[config.mk]
export PLATFORM = sky130hd
export DESIGN_NAME = pcie_wr_arb_flat
export DESIGN_NICKNAME = d
export VERILOG_FILES = /design/src/rtl/pcie_wr_arb_if.sv /design/src/rtl/pcie_wr_arb.sv /design/src/flat_wrapper.sv
export SDC_FILE = /design/constraint.sdc
export NUM_CORES = 1
export LEC_CHECK = 0
export ABC_CLOCK_PERIOD_IN_PS = 8500
export CORE_MARGIN = 2
export CORE_UTILIZATION = 54
export DETAILED_ROUTE_END_ITERATION = 10
export PLACE_DENSITY = 0.85
export REMOVE_ABC_BUFFERS = 1
export SLEW_MARGIN = 20
export SYNTH_ARGS = -nofsm -noshare
export SYNTH_HDL_FRONTEND = slang
export SYNTH_SLANG_ARGS = --single-unit
[constraint.sdc]
create_clock -name pcie_clk -period 8.5 [get_ports pcie_clk]
set_clock_uncertainty 0.1 [all_clocks]
set_input_delay 1.7 -clock pcie_clk [delete_from_list [all_inputs] [get_ports pcie_clk]]
set_output_delay 1.7 -clock pcie_clk [all_outputs]
set_load 0.005 [all_outputs]
[src/rtl/pcie_wr_arb_if.sv]
// Bundle of the two requester ports (A: PCIe RX writes, B: internal writer), the merged write port and stats.
interface pcie_wr_arb_if #(
   parameter int unsigned ADDR_W = 12
);
   logic [1:0]        a_if_select;
   logic [3:0]        a_mem_select;
   logic [ADDR_W-1:0] a_addr_hi;
   logic [ADDR_W-1:0] a_addr_lo;
   logic [31:0]       a_data_hi;
   logic [31:0]       a_data_lo;
   logic [3:0]        a_mask_hi;
   logic [3:0]        a_mask_lo;
   logic              a_en_hi;
   logic              a_en_lo;

   logic [1:0]        b_if_select;
   logic [3:0]        b_mem_select;
   logic [ADDR_W-1:0] b_addr_hi;
   logic [ADDR_W-1:0] b_addr_lo;
   logic [31:0]       b_data_hi;
   logic [31:0]       b_data_lo;
   logic [3:0]        b_mask_hi;
   logic [3:0]        b_mask_lo;
   logic              b_en_hi;
   logic              b_en_lo;
   logic              b_valid;
   logic              b_ready;

   logic [1:0]        wr_if_select;
   logic [3:0]        wr_mem_select;
   logic [ADDR_W-1:0] wr_addr_hi;
   logic [ADDR_W-1:0] wr_addr_lo;
   logic [31:0]       wr_data_hi;
   logic [31:0]       wr_data_lo;
   logic [3:0]        wr_mask_hi;
   logic [3:0]        wr_mask_lo;
   logic              wr_en_hi;
   logic              wr_en_lo;

   logic              stat_a_overflow;
   logic              stat_b_forced;

   // Arbiter side
   modport slave (
      input  a_if_select, a_mem_select, a_addr_hi, a_addr_lo, a_data_hi, a_data_lo,
             a_mask_hi, a_mask_lo, a_en_hi, a_en_lo,
      input  b_if_select, b_mem_select, b_addr_hi, b_addr_lo, b_data_hi, b_data_lo,
             b_mask_hi, b_mask_lo, b_en_hi, b_en_lo, b_valid,
      output b_ready,
      output wr_if_select, wr_mem_select, wr_addr_hi, wr_addr_lo, wr_data_hi, wr_data_lo,
             wr_mask_hi, wr_mask_lo, wr_en_hi, wr_en_lo,
      output stat_a_overflow, stat_b_forced
   );

   // Requester / observer side
   modport master (
      output a_if_select, a_mem_select, a_addr_hi, a_addr_lo, a_data_hi, a_data_lo,
             a_mask_hi, a_mask_lo, a_en_hi, a_en_lo,
      output b_if_select, b_mem_select, b_addr_hi, b_addr_lo, b_data_hi, b_data_lo,
             b_mask_hi, b_mask_lo, b_en_hi, b_en_lo, b_valid,
      input  b_ready,
      input  wr_if_select, wr_mem_select, wr_addr_hi, wr_addr_lo, wr_data_hi, wr_data_lo,
             wr_mask_hi, wr_mask_lo, wr_en_hi, wr_en_lo,
      input  stat_a_overflow, stat_b_forced
   );
endinterface

[src/rtl/pcie_wr_arb.sv]
// Write-port arbiter: A (non-stallable PCIe RX) through a skid FIFO, B (valid/ready) with starvation guard.
// Optional macro PCIE_WR_ARB_BYPASS_EN: A beats skip an empty FIFO straight into the output register.
module pcie_wr_arb #(
   parameter int unsigned ADDR_W       = 12,
   parameter int unsigned FIFO_DEPTH   = 4,
   parameter int unsigned STARVE_LIMIT = 8
) (
   input logic          pcie_clk,
   input logic          rst_n,
   pcie_wr_arb_if.slave bus
);
   localparam int unsigned PTR_W = (FIFO_DEPTH > 1) ? $clog2(FIFO_DEPTH) : 1;
   localparam int unsigned OCC_W = PTR_W + 1;
   localparam int unsigned CNT_W = 8;
`ifdef PCIE_WR_ARB_BYPASS_EN
   localparam logic BYPASS = 1'b1;
`else
   localparam logic BYPASS = 1'b0;
`endif

   typedef struct packed {
      logic [1:0]        if_select;
      logic [3:0]        mem_select;
      logic [ADDR_W-1:0] addr_hi;
      logic [ADDR_W-1:0] addr_lo;
      logic [31:0]       data_hi;
      logic [31:0]       data_lo;
      logic [3:0]        mask_hi;
      logic [3:0]        mask_lo;
      logic              en_hi;
      logic              en_lo;
   } beat_t;

   beat_t             a_beat;
   beat_t             b_beat;
   beat_t             fifo_head;
   beat_t             grant_beat;
   beat_t             out_q;
   beat_t             fifo_mem [FIFO_DEPTH];
   logic [PTR_W-1:0]  wr_ptr;
   logic [PTR_W-1:0]  rd_ptr;
   logic [OCC_W-1:0]  occ;
   logic [CNT_W-1:0]  starve_cnt;
   logic [CNT_W-1:0]  starve_nxt;
   logic              a_valid;
   logic              a_avail;
   logic              full;
   logic              empty;
   logic              force_b;
   logic              grant_a;
   logic              grant_b;
   logic              use_bypass;
   logic              pop;
   logic              push;
   logic              overflow;
   logic              overflow_q;
   logic              forced_q;

   assign a_beat = '{bus.a_if_select, bus.a_mem_select, bus.a_addr_hi, bus.a_addr_lo,
                     bus.a_data_hi, bus.a_data_lo, bus.a_mask_hi, bus.a_mask_lo,
                     bus.a_en_hi, bus.a_en_lo};
   assign b_beat = '{bus.b_if_select, bus.b_mem_select, bus.b_addr_hi, bus.b_addr_lo,
                     bus.b_data_hi, bus.b_data_lo, bus.b_mask_hi, bus.b_mask_lo,
                     bus.b_en_hi, bus.b_en_lo};

   assign a_valid   = bus.a_en_hi | bus.a_en_lo;
   assign full      = (occ == OCC_W'(FIFO_DEPTH));
   assign empty     = (occ == '0);
   assign fifo_head = fifo_mem[rd_ptr];

   // Priority: full FIFO, starved B, buffered A (or bypassed A), idle-port B
   always_comb begin
      a_avail    = 1'b0;
      force_b    = 1'b0;
      grant_a    = 1'b0;
      grant_b    = 1'b0;
      use_bypass = 1'b0;
      pop        = 1'b0;
      push       = 1'b0;
      overflow   = 1'b0;
      starve_nxt = starve_cnt;
      grant_beat = fifo_head;

      a_avail    = !empty || (BYPASS && a_valid);
      force_b    = !full && bus.b_valid && (starve_cnt == CNT_W'(STARVE_LIMIT));
      grant_a    = full || (a_avail && !force_b);
      grant_b    = !grant_a && bus.b_valid;
      use_bypass = grant_a && empty;
      pop        = grant_a && !empty;
      push       = a_valid && !use_bypass && (!full || pop);
      overflow   = a_valid && full && !pop;

      if (grant_b) begin
         grant_beat = b_beat;
      end else if (use_bypass) begin
         grant_beat = a_beat;
      end

      if (!bus.b_valid || grant_b) begin
         starve_nxt = '0;
      end else if (starve_cnt != CNT_W'(STARVE_LIMIT)) begin
         starve_nxt = starve_cnt + CNT_W'(1);
      end
   end

   always_ff @(posedge pcie_clk or negedge rst_n) begin
      if (!rst_n) begin
         wr_ptr     <= '0;
         rd_ptr     <= '0;
         occ        <= '0;
         starve_cnt <= '0;
         out_q      <= '0;
         overflow_q <= 1'b0;
         forced_q   <= 1'b0;
      end else begin
         if (push) wr_ptr <= wr_ptr + PTR_W'(1);
         if (pop)  rd_ptr <= rd_ptr + PTR_W'(1);
         occ        <= occ + OCC_W'(push) - OCC_W'(pop);
         starve_cnt <= starve_nxt;
         overflow_q <= overflow;
         forced_q   <= force_b;
         // Idle cycles only drop the enables; the rest of the port keeps its last value
         if (grant_a || grant_b) begin
            out_q <= grant_beat;
         end else begin
            out_q.en_hi <= 1'b0;
            out_q.en_lo <= 1'b0;
         end
      end
   end

   // Storage needs no reset: occupancy alone decides what is valid
   always_ff @(posedge pcie_clk) begin
      if (push) fifo_mem[wr_ptr] <= a_beat;
   end

   assign bus.b_ready         = grant_b;
   assign bus.wr_if_select    = out_q.if_select;
   assign bus.wr_mem_select   = out_q.mem_select;
   assign bus.wr_addr_hi      = out_q.addr_hi;
   assign bus.wr_addr_lo      = out_q.addr_lo;
   assign bus.wr_data_hi      = out_q.data_hi;
   assign bus.wr_data_lo      = out_q.data_lo;
   assign bus.wr_mask_hi      = out_q.mask_hi;
   assign bus.wr_mask_lo      = out_q.mask_lo;
   assign bus.wr_en_hi        = out_q.en_hi;
   assign bus.wr_en_lo        = out_q.en_lo;
   assign bus.stat_a_overflow = overflow_q;
   assign bus.stat_b_forced   = forced_q;
endmodule

[src/flat_wrapper.sv]
// flat-port wrapper written by rule: the top's interface ports become plain ports
module pcie_wr_arb_flat 
#(
   parameter int unsigned ADDR_W       = 12,
   parameter int unsigned FIFO_DEPTH   = 4,
   parameter int unsigned STARVE_LIMIT = 8
)
  (pcie_clk, rst_n, bus_a_if_select, bus_a_mem_select, bus_a_addr_hi, bus_a_addr_lo, bus_a_data_hi, bus_a_data_lo, bus_a_mask_hi, bus_a_mask_lo, bus_a_en_hi, bus_a_en_lo, bus_b_if_select, bus_b_mem_select, bus_b_addr_hi, bus_b_addr_lo, bus_b_data_hi, bus_b_data_lo, bus_b_mask_hi, bus_b_mask_lo, bus_b_en_hi, bus_b_en_lo, bus_b_valid, bus_b_ready, bus_wr_if_select, bus_wr_mem_select, bus_wr_addr_hi, bus_wr_addr_lo, bus_wr_data_hi, bus_wr_data_lo, bus_wr_mask_hi, bus_wr_mask_lo, bus_wr_en_hi, bus_wr_en_lo, bus_stat_a_overflow, bus_stat_b_forced);
  pcie_wr_arb_if #(.ADDR_W(ADDR_W)) bus_i ();
  input logic pcie_clk;
  input logic rst_n;
  input wire logic [$bits(bus_i.a_if_select)-1:0] bus_a_if_select;
  input wire logic [$bits(bus_i.a_mem_select)-1:0] bus_a_mem_select;
  input wire logic [$bits(bus_i.a_addr_hi)-1:0] bus_a_addr_hi;
  input wire logic [$bits(bus_i.a_addr_lo)-1:0] bus_a_addr_lo;
  input wire logic [$bits(bus_i.a_data_hi)-1:0] bus_a_data_hi;
  input wire logic [$bits(bus_i.a_data_lo)-1:0] bus_a_data_lo;
  input wire logic [$bits(bus_i.a_mask_hi)-1:0] bus_a_mask_hi;
  input wire logic [$bits(bus_i.a_mask_lo)-1:0] bus_a_mask_lo;
  input wire logic [$bits(bus_i.a_en_hi)-1:0] bus_a_en_hi;
  input wire logic [$bits(bus_i.a_en_lo)-1:0] bus_a_en_lo;
  input wire logic [$bits(bus_i.b_if_select)-1:0] bus_b_if_select;
  input wire logic [$bits(bus_i.b_mem_select)-1:0] bus_b_mem_select;
  input wire logic [$bits(bus_i.b_addr_hi)-1:0] bus_b_addr_hi;
  input wire logic [$bits(bus_i.b_addr_lo)-1:0] bus_b_addr_lo;
  input wire logic [$bits(bus_i.b_data_hi)-1:0] bus_b_data_hi;
  input wire logic [$bits(bus_i.b_data_lo)-1:0] bus_b_data_lo;
  input wire logic [$bits(bus_i.b_mask_hi)-1:0] bus_b_mask_hi;
  input wire logic [$bits(bus_i.b_mask_lo)-1:0] bus_b_mask_lo;
  input wire logic [$bits(bus_i.b_en_hi)-1:0] bus_b_en_hi;
  input wire logic [$bits(bus_i.b_en_lo)-1:0] bus_b_en_lo;
  input wire logic [$bits(bus_i.b_valid)-1:0] bus_b_valid;
  output wire logic [$bits(bus_i.b_ready)-1:0] bus_b_ready;
  output wire logic [$bits(bus_i.wr_if_select)-1:0] bus_wr_if_select;
  output wire logic [$bits(bus_i.wr_mem_select)-1:0] bus_wr_mem_select;
  output wire logic [$bits(bus_i.wr_addr_hi)-1:0] bus_wr_addr_hi;
  output wire logic [$bits(bus_i.wr_addr_lo)-1:0] bus_wr_addr_lo;
  output wire logic [$bits(bus_i.wr_data_hi)-1:0] bus_wr_data_hi;
  output wire logic [$bits(bus_i.wr_data_lo)-1:0] bus_wr_data_lo;
  output wire logic [$bits(bus_i.wr_mask_hi)-1:0] bus_wr_mask_hi;
  output wire logic [$bits(bus_i.wr_mask_lo)-1:0] bus_wr_mask_lo;
  output wire logic [$bits(bus_i.wr_en_hi)-1:0] bus_wr_en_hi;
  output wire logic [$bits(bus_i.wr_en_lo)-1:0] bus_wr_en_lo;
  output wire logic [$bits(bus_i.stat_a_overflow)-1:0] bus_stat_a_overflow;
  output wire logic [$bits(bus_i.stat_b_forced)-1:0] bus_stat_b_forced;
  assign bus_i.a_if_select = bus_a_if_select;
  assign bus_i.a_mem_select = bus_a_mem_select;
  assign bus_i.a_addr_hi = bus_a_addr_hi;
  assign bus_i.a_addr_lo = bus_a_addr_lo;
  assign bus_i.a_data_hi = bus_a_data_hi;
  assign bus_i.a_data_lo = bus_a_data_lo;
  assign bus_i.a_mask_hi = bus_a_mask_hi;
  assign bus_i.a_mask_lo = bus_a_mask_lo;
  assign bus_i.a_en_hi = bus_a_en_hi;
  assign bus_i.a_en_lo = bus_a_en_lo;
  assign bus_i.b_if_select = bus_b_if_select;
  assign bus_i.b_mem_select = bus_b_mem_select;
  assign bus_i.b_addr_hi = bus_b_addr_hi;
  assign bus_i.b_addr_lo = bus_b_addr_lo;
  assign bus_i.b_data_hi = bus_b_data_hi;
  assign bus_i.b_data_lo = bus_b_data_lo;
  assign bus_i.b_mask_hi = bus_b_mask_hi;
  assign bus_i.b_mask_lo = bus_b_mask_lo;
  assign bus_i.b_en_hi = bus_b_en_hi;
  assign bus_i.b_en_lo = bus_b_en_lo;
  assign bus_i.b_valid = bus_b_valid;
  assign bus_b_ready = bus_i.b_ready;
  assign bus_wr_if_select = bus_i.wr_if_select;
  assign bus_wr_mem_select = bus_i.wr_mem_select;
  assign bus_wr_addr_hi = bus_i.wr_addr_hi;
  assign bus_wr_addr_lo = bus_i.wr_addr_lo;
  assign bus_wr_data_hi = bus_i.wr_data_hi;
  assign bus_wr_data_lo = bus_i.wr_data_lo;
  assign bus_wr_mask_hi = bus_i.wr_mask_hi;
  assign bus_wr_mask_lo = bus_i.wr_mask_lo;
  assign bus_wr_en_hi = bus_i.wr_en_hi;
  assign bus_wr_en_lo = bus_i.wr_en_lo;
  assign bus_stat_a_overflow = bus_i.stat_a_overflow;
  assign bus_stat_b_forced = bus_i.stat_b_forced;
  pcie_wr_arb #(.ADDR_W(ADDR_W), .FIFO_DEPTH(FIFO_DEPTH), .STARVE_LIMIT(STARVE_LIMIT)) u_core (.pcie_clk(pcie_clk), .rst_n(rst_n), .bus(bus_i));
endmodule
[Word-level counts from Yosys, hierarchy flattened]
Memory sizes are Yosys's and may differ from the RTL's.
Index checks and enable logic that the tools add are counted.
Storage, ports and cells
  memory bits (writable): 416
  word-level logic and storage cells: 56
  memories: 1
  register bits: 121
  output and inout port bits: 107
  input bits: 211
Operators by class
  reduce and logical (&&, ||, !) cells: 23
  multiplexer cells: 7
  bitwise operators: 1
  eq/ne operators: 3
  add/sub/neg operators: 5
Memory list
  u_core.fifo_mem: words 4, bits a word 104, rd ports 1, clocked after Yosys merged registers in 0, wr ports 1, RTL line pcie_wr_arb.sv:39  | beat_t fifo_mem [FIFO_DEPTH];
Operator list (count)
  two-way mux 104 bit: 2
  two-way mux 8 bit: 2
  logical AND 1 bit: 10
  adder 8 x 1 -> 8 bit, second input constant: 1
  == test 8 x 4 -> 1 bit, second input constant: 1
  inequality test 8 x 4 -> 1 bit, second input constant: 1
  zero test 1 bit: 7
  adder 2 x 1 -> 2 bit, second input constant: 2
  logical OR 1 bit: 4
  adder 3 x 1 -> 3 bit: 1
  == test 3 bit, second input constant: 1
  zero test 3 bit: 1
  subtractor 3 x 1 -> 3 bit: 1
  two-way mux 1 bit: 2
  two-way mux 2 bit: 1
  nonzero test 2 bit: 1
  OR 1 bit: 1

[Depth between registers and ports, before layout]
  word-level depth: 13
  depth in mapped cells: 11

[Worst setup path after synthesis]
OpenSTA, ideal clock, no wires.
  path type: input to register
  start: input bus_a_en_lo
  end: memory u_core.fifo_mem[0][0] in the netlist's numbering (enable)
  arrival time: 6398 ps
  required time: 7819 ps
  slack: 1421 ps
  cell stages on the path: 2
  cells stage by stage: nor2_1 -> nor2b_1
On the way
  longest elaborated chain between the ends: 5
RTL lines
  from (decl): RTL line flat_wrapper.sv:21  | input wire logic [$bits(bus_i.a_en_lo)-1:0] bus_a_en_lo;
  OR 1 bit: RTL line pcie_wr_arb.sv:66  | assign a_valid = bus.a_en_hi | bus.a_en_lo;
  logical AND 1 bit (2 in series): RTL line pcie_wr_arb.sv:90  | push = a_valid && !use_bypass && (!full || pop);
  two-way mux 1 bit: RTL line pcie_wr_arb.sv:134  | if (push) fifo_mem[wr_ptr] <= a_beat;
  two-way mux 1 bit (implied by the code): RTL line pcie_wr_arb.sv:134
  to (decl): RTL line pcie_wr_arb.sv:39
No other way between the ends.

[Worst setup path after layout]
  start: input bus_b_valid
  end: output bus_b_ready
On the way
  longest elaborated chain between the ends: 7
RTL lines
  from (decl): RTL line flat_wrapper.sv:32  | input wire logic [$bits(bus_i.b_valid)-1:0] bus_b_valid;
  logical AND 1 bit (2 in series): RTL line pcie_wr_arb.sv:85  | force_b = !full && bus.b_valid && (starve_cnt == CNT_W'(STARVE_LIMIT));
  zero test 1 bit: RTL line pcie_wr_arb.sv:86  | grant_a = full || (a_avail && !force_b);
  logical AND 1 bit: RTL line pcie_wr_arb.sv:86
  logical OR 1 bit: RTL line pcie_wr_arb.sv:86
  zero test 1 bit: RTL line pcie_wr_arb.sv:87  | grant_b = !grant_a && bus.b_valid;
  logical AND 1 bit *: RTL line pcie_wr_arb.sv:87
  to (decl): RTL line flat_wrapper.sv:33  | output wire logic [$bits(bus_i.b_ready)-1:0] bus_b_ready;
Mark *: on every way between the ends. The rest lies on a longest branch, timed or not.

==> results.sh <==
export IMPL_synth_avg_cell_area_um2=15.16
export IMPL_rows=73
export IMPL_swShare_pct=31.51
export IMPL_crit_type="in -> out"
export IMPL_grt_usage_pct=24.61
export IMPL_critPathCapture="bus_b_ready"
export IMPL_tritoncts="yes"
export IMPL_drive_gt1_share_pct=12.27
export IMPL_grt_max_degree=105
export IMPL_chipWidth_um=204.0
export IMPL_wirelength_mm=50.62
export IMPL_crit_start="bus_b_valid"
export IMPL_viasPerCell=5.893
export IMPL_timing_fmax_mhz=204.6
export IMPL_boundaryPins=318
export IMPL_yosysMostFrequentCell="edfxtp_1"
export IMPL_p_switching_mw=3.082
export IMPL_cts_root_buffer="clkbuf_16"
export IMPL_dr_pass1_iters=5
export IMPL_p_int_mw=6.701
export IMPL_nFillCells=2634
export IMPL_worst_r2r_cell_count=6
export IMPL_synth_distinct_cells=33
export IMPL_cp_max_fo=52
export IMPL_first_global_vias=14120
export IMPL_place_gp_congestion=0.7514
export IMPL_path_clk_slew_ns=0.06
export IMPL_cts_resized=0
export IMPL_fin_crit_ns=4.888
export IMPL_setup_violations=0
export IMPL_seqPwrFrac_pct=42.3
export IMPL_final_nets=1944
export IMPL_vdd_drop_max_mv=0.2341
export IMPL_postPlaceCellArea_um2=25250
export IMPL_yosysWarnings=0
export IMPL_route_met2_wl_mm=25.17
export IMPL_finalHoldViolCount=0
export IMPL_hp_class="reg -> reg"
export IMPL_outcome="finished clean"
export IMPL_p_total_mw=9.783
export IMPL_die_h_um=204.0
export IMPL_top_layer="met5"
export IMPL_timing_rr_end="u_core.bus.wr_data_hi[17]"
export IMPL_yosysTopAreaCell="edfxtp_1"
export IMPL_m1WireLength_mm=19.29
export IMPL_ys_flop_type="edfxtp_1"
export IMPL_drv_slew=0
export IMPL_areaGrowthSynthToFinish_pct=24.69
export IMPL_async_reset_ff_share_pct=22.53
export IMPL_ys_ff_latch=537
export IMPL_htreeDepth=2
export IMPL_die_area_um2=41630
export IMPL_relSlewSlack_pct=28.84
export IMPL_crit_buf_inv=3
export IMPL_synth_edf_count=416
export IMPL_max_stage_delay_ns=0.53
export IMPL_endpoint_kind="output pin"
export IMPL_critPathSlowestCell="clkdlybuf4s50_1"
export IMPL_seq_area_um2=15530
export IMPL_drc=0
export IMPL_whs_ns=0.4631
export IMPL_crit_chain="buf_4, clkinv_2, nor2_1, clkdlybuf4s50_1"
export IMPL_insertion_delay_ns=0.59
export IMPL_cts_max_path_buffers=3
export IMPL_wl_per_cell_um=22.04
export IMPL_multiInputGateArea_um2=5704
export IMPL_antenna_found_initial=6
export IMPL_grt_pass1_wl_mm=77.87
export IMPL_setup_tns_final_ns=0
export IMPL_cts_made_buffers=52
export IMPL_synth_cells=1425
export IMPL_p_clk_share_pct=23.1
export IMPL_cap_violations=0
export IMPL_startpoint_type="primary input"
export IMPL_post_route_period_util_pct=57.50
export IMPL_ant_nets=0
export IMPL_yosys_top_cells_area="edfxtp_1, dfrtp_1, mux4_2, nand2_1, and3_1"
export IMPL_gr_total_overflow=0
export IMPL_first_iter_violations=1170
export IMPL_seq_area_frac_synth_pct=71.83
export IMPL_hold_depth=1
export IMPL_holdBufCountCts=0
export IMPL_path_depth=4
export IMPL_design_area_um2=26940
export IMPL_reg2reg_from="u_core.rd_ptr[0]"
export IMPL_yosys_area_top_type_share_pct=57.82
export IMPL_cp_arrival_ns=3.09
export IMPL_yosys_top_cells_count="edfxtp_1, nand2_1, dfrtp_1"
export IMPL_crit_required_ns=6.70
export IMPL_rrSetupSlack_ns=4.86
export IMPL_power_frac_comb_pct=34.6
export IMPL_vias=13540
export IMPL_leakage_nw=9.883
export IMPL_cts_sinks=537
export IMPL_cp_top_family="buffers and inverters"
export IMPL_io_buffer_count=317
export IMPL_worst_slew_pin_transition_ns=1.067
export IMPL_rsz0062_at_grt="no"
export IMPL_wl_met3_mm=4.195
export IMPL_synthesis_area_um2=21610
export IMPL_post_dp_hpwl_mm=29.77
export IMPL_power_density_nw_per_um2=363.1
export IMPL_initial_core_util_pct=54.50
export IMPL_placeableCoreArea_um2=39640
export IMPL_post_cts_setup_buffers=0
-- flip-flops by register name, summed over array words and instances (netlist names) --
name and flops:
u_core.bus.wr_addr_hi 12, u_core.bus.wr_en_hi 1, u_core.bus.wr_data_hi 32, u_core.bus.stat_b_forced 1, u_core.bus.wr_if_select 2, u_core.bus.stat_a_overflow 1, u_core.fifo_mem 416, u_core.bus.wr_addr_lo 12
u_core.bus.wr_mem_select 4, u_core.bus.wr_data_lo 32, u_core.bus.wr_en_lo 1, u_core.bus.wr_mask_hi 4, u_core.bus.wr_mask_lo 4, u_core.rd_ptr 2, u_core.wr_ptr 2, u_core.occ 3
u_core.starve_cnt 8
-- per-layer routing --
metal	track usage, %	up-vias
met3	5.341	124
li1	-	5928
met5	0	-
met4	12.11	2
met1	31.55	6798
met2	40.23	684
-- through the flow --
step	worst slack (ns)	util, %	std cells
floorplan	-5.650	-	1333
global placement	3.673	63.70	2195
detailed placement	3.659	63.70	2195
CTS	3.647	67.93	2293
global route	3.563	67.96	2297
finish	3.612	67.96	2297
-- cell type report --
class                           count  share of cell area [%]
Antenna cell                        4                 0.03716
Clock buffer                       69                   5.299
Clock inverter                     29                  0.9242
Inverter                           10                  0.1440
Multi-Input combinational cell    786                   21.17
Sequential cell                   537                   57.64
Tap cell                          525                   2.438
Timing Repair Buffer              337                   12.34
-- logic make-up (layout without fill, tap and decap cells) --
group           count (synthesis)  after routing  synth area share [%]
xor+xnor                       11             11                0.4459
flops                         537            537                 71.83
buf+inv                       102            445                 2.021
other cells                     1              5               0.01736
mux                           104            104                 10.84
compound gates                110            110                 3.249
fa+ha+maj                       9              9                0.5560
simple gates                  551            551                 11.04
-- power groups by stage --
stage               logic, mW  clock network (mW)  registers [mW]
floorplan                2.09                   0            4.30
global route             3.68                2.41            4.22
global placement         3.29                   0            4.13
detailed placement       3.39                   0            4.19
CTS                      3.43                2.31            4.15
finish                   3.38                2.26            4.14
-- worst min-delay path by stage --
stage	startpoint	end	slack (ns)
3_5_place_dp	u_core.occ[2]	u_core.bus.stat_b_forced	0.45
3_3_place_gp	u_core.wr_ptr[0]	u_core.wr_ptr[0]	0.42
6_report	u_core.wr_ptr[0]	u_core.wr_ptr[0]	0.46
2_1_floorplan	u_core.occ[2]	u_core.bus.stat_b_forced	0.39
4_1_cts	u_core.occ[2]	u_core.bus.stat_b_forced	0.47
5_1_grt	u_core.wr_ptr[0]	u_core.wr_ptr[0]	0.48
-- layout by cell type (no fill, tap or decap), types with 2 or more instances in the layout --
cell             count
nor2_1              10
clkinvlp_4           2
a31oi_1            102
xor2_1               6
buf_4               20
xnor2_1              5
dfrtp_4              2
o21ai_0              2
ha_1                 8
and3_1             104
buf_6                2
inv_1                9
mux4_2             104
clkbuf_8             2
nand3_1             10
clkbuf_16           54
clkinv_1             7
inv_6                2
dfrtp_1            119
clkinv_2            15
diode_2              4
nand2_1            413
clkbuf_1            13
bufinv_16            4
edfxtp_1           416
a21oi_1              2
clkdlybuf4s50_1    315
nor2b_4              4
No activity file was read; power rests on OpenSTA's default activity.
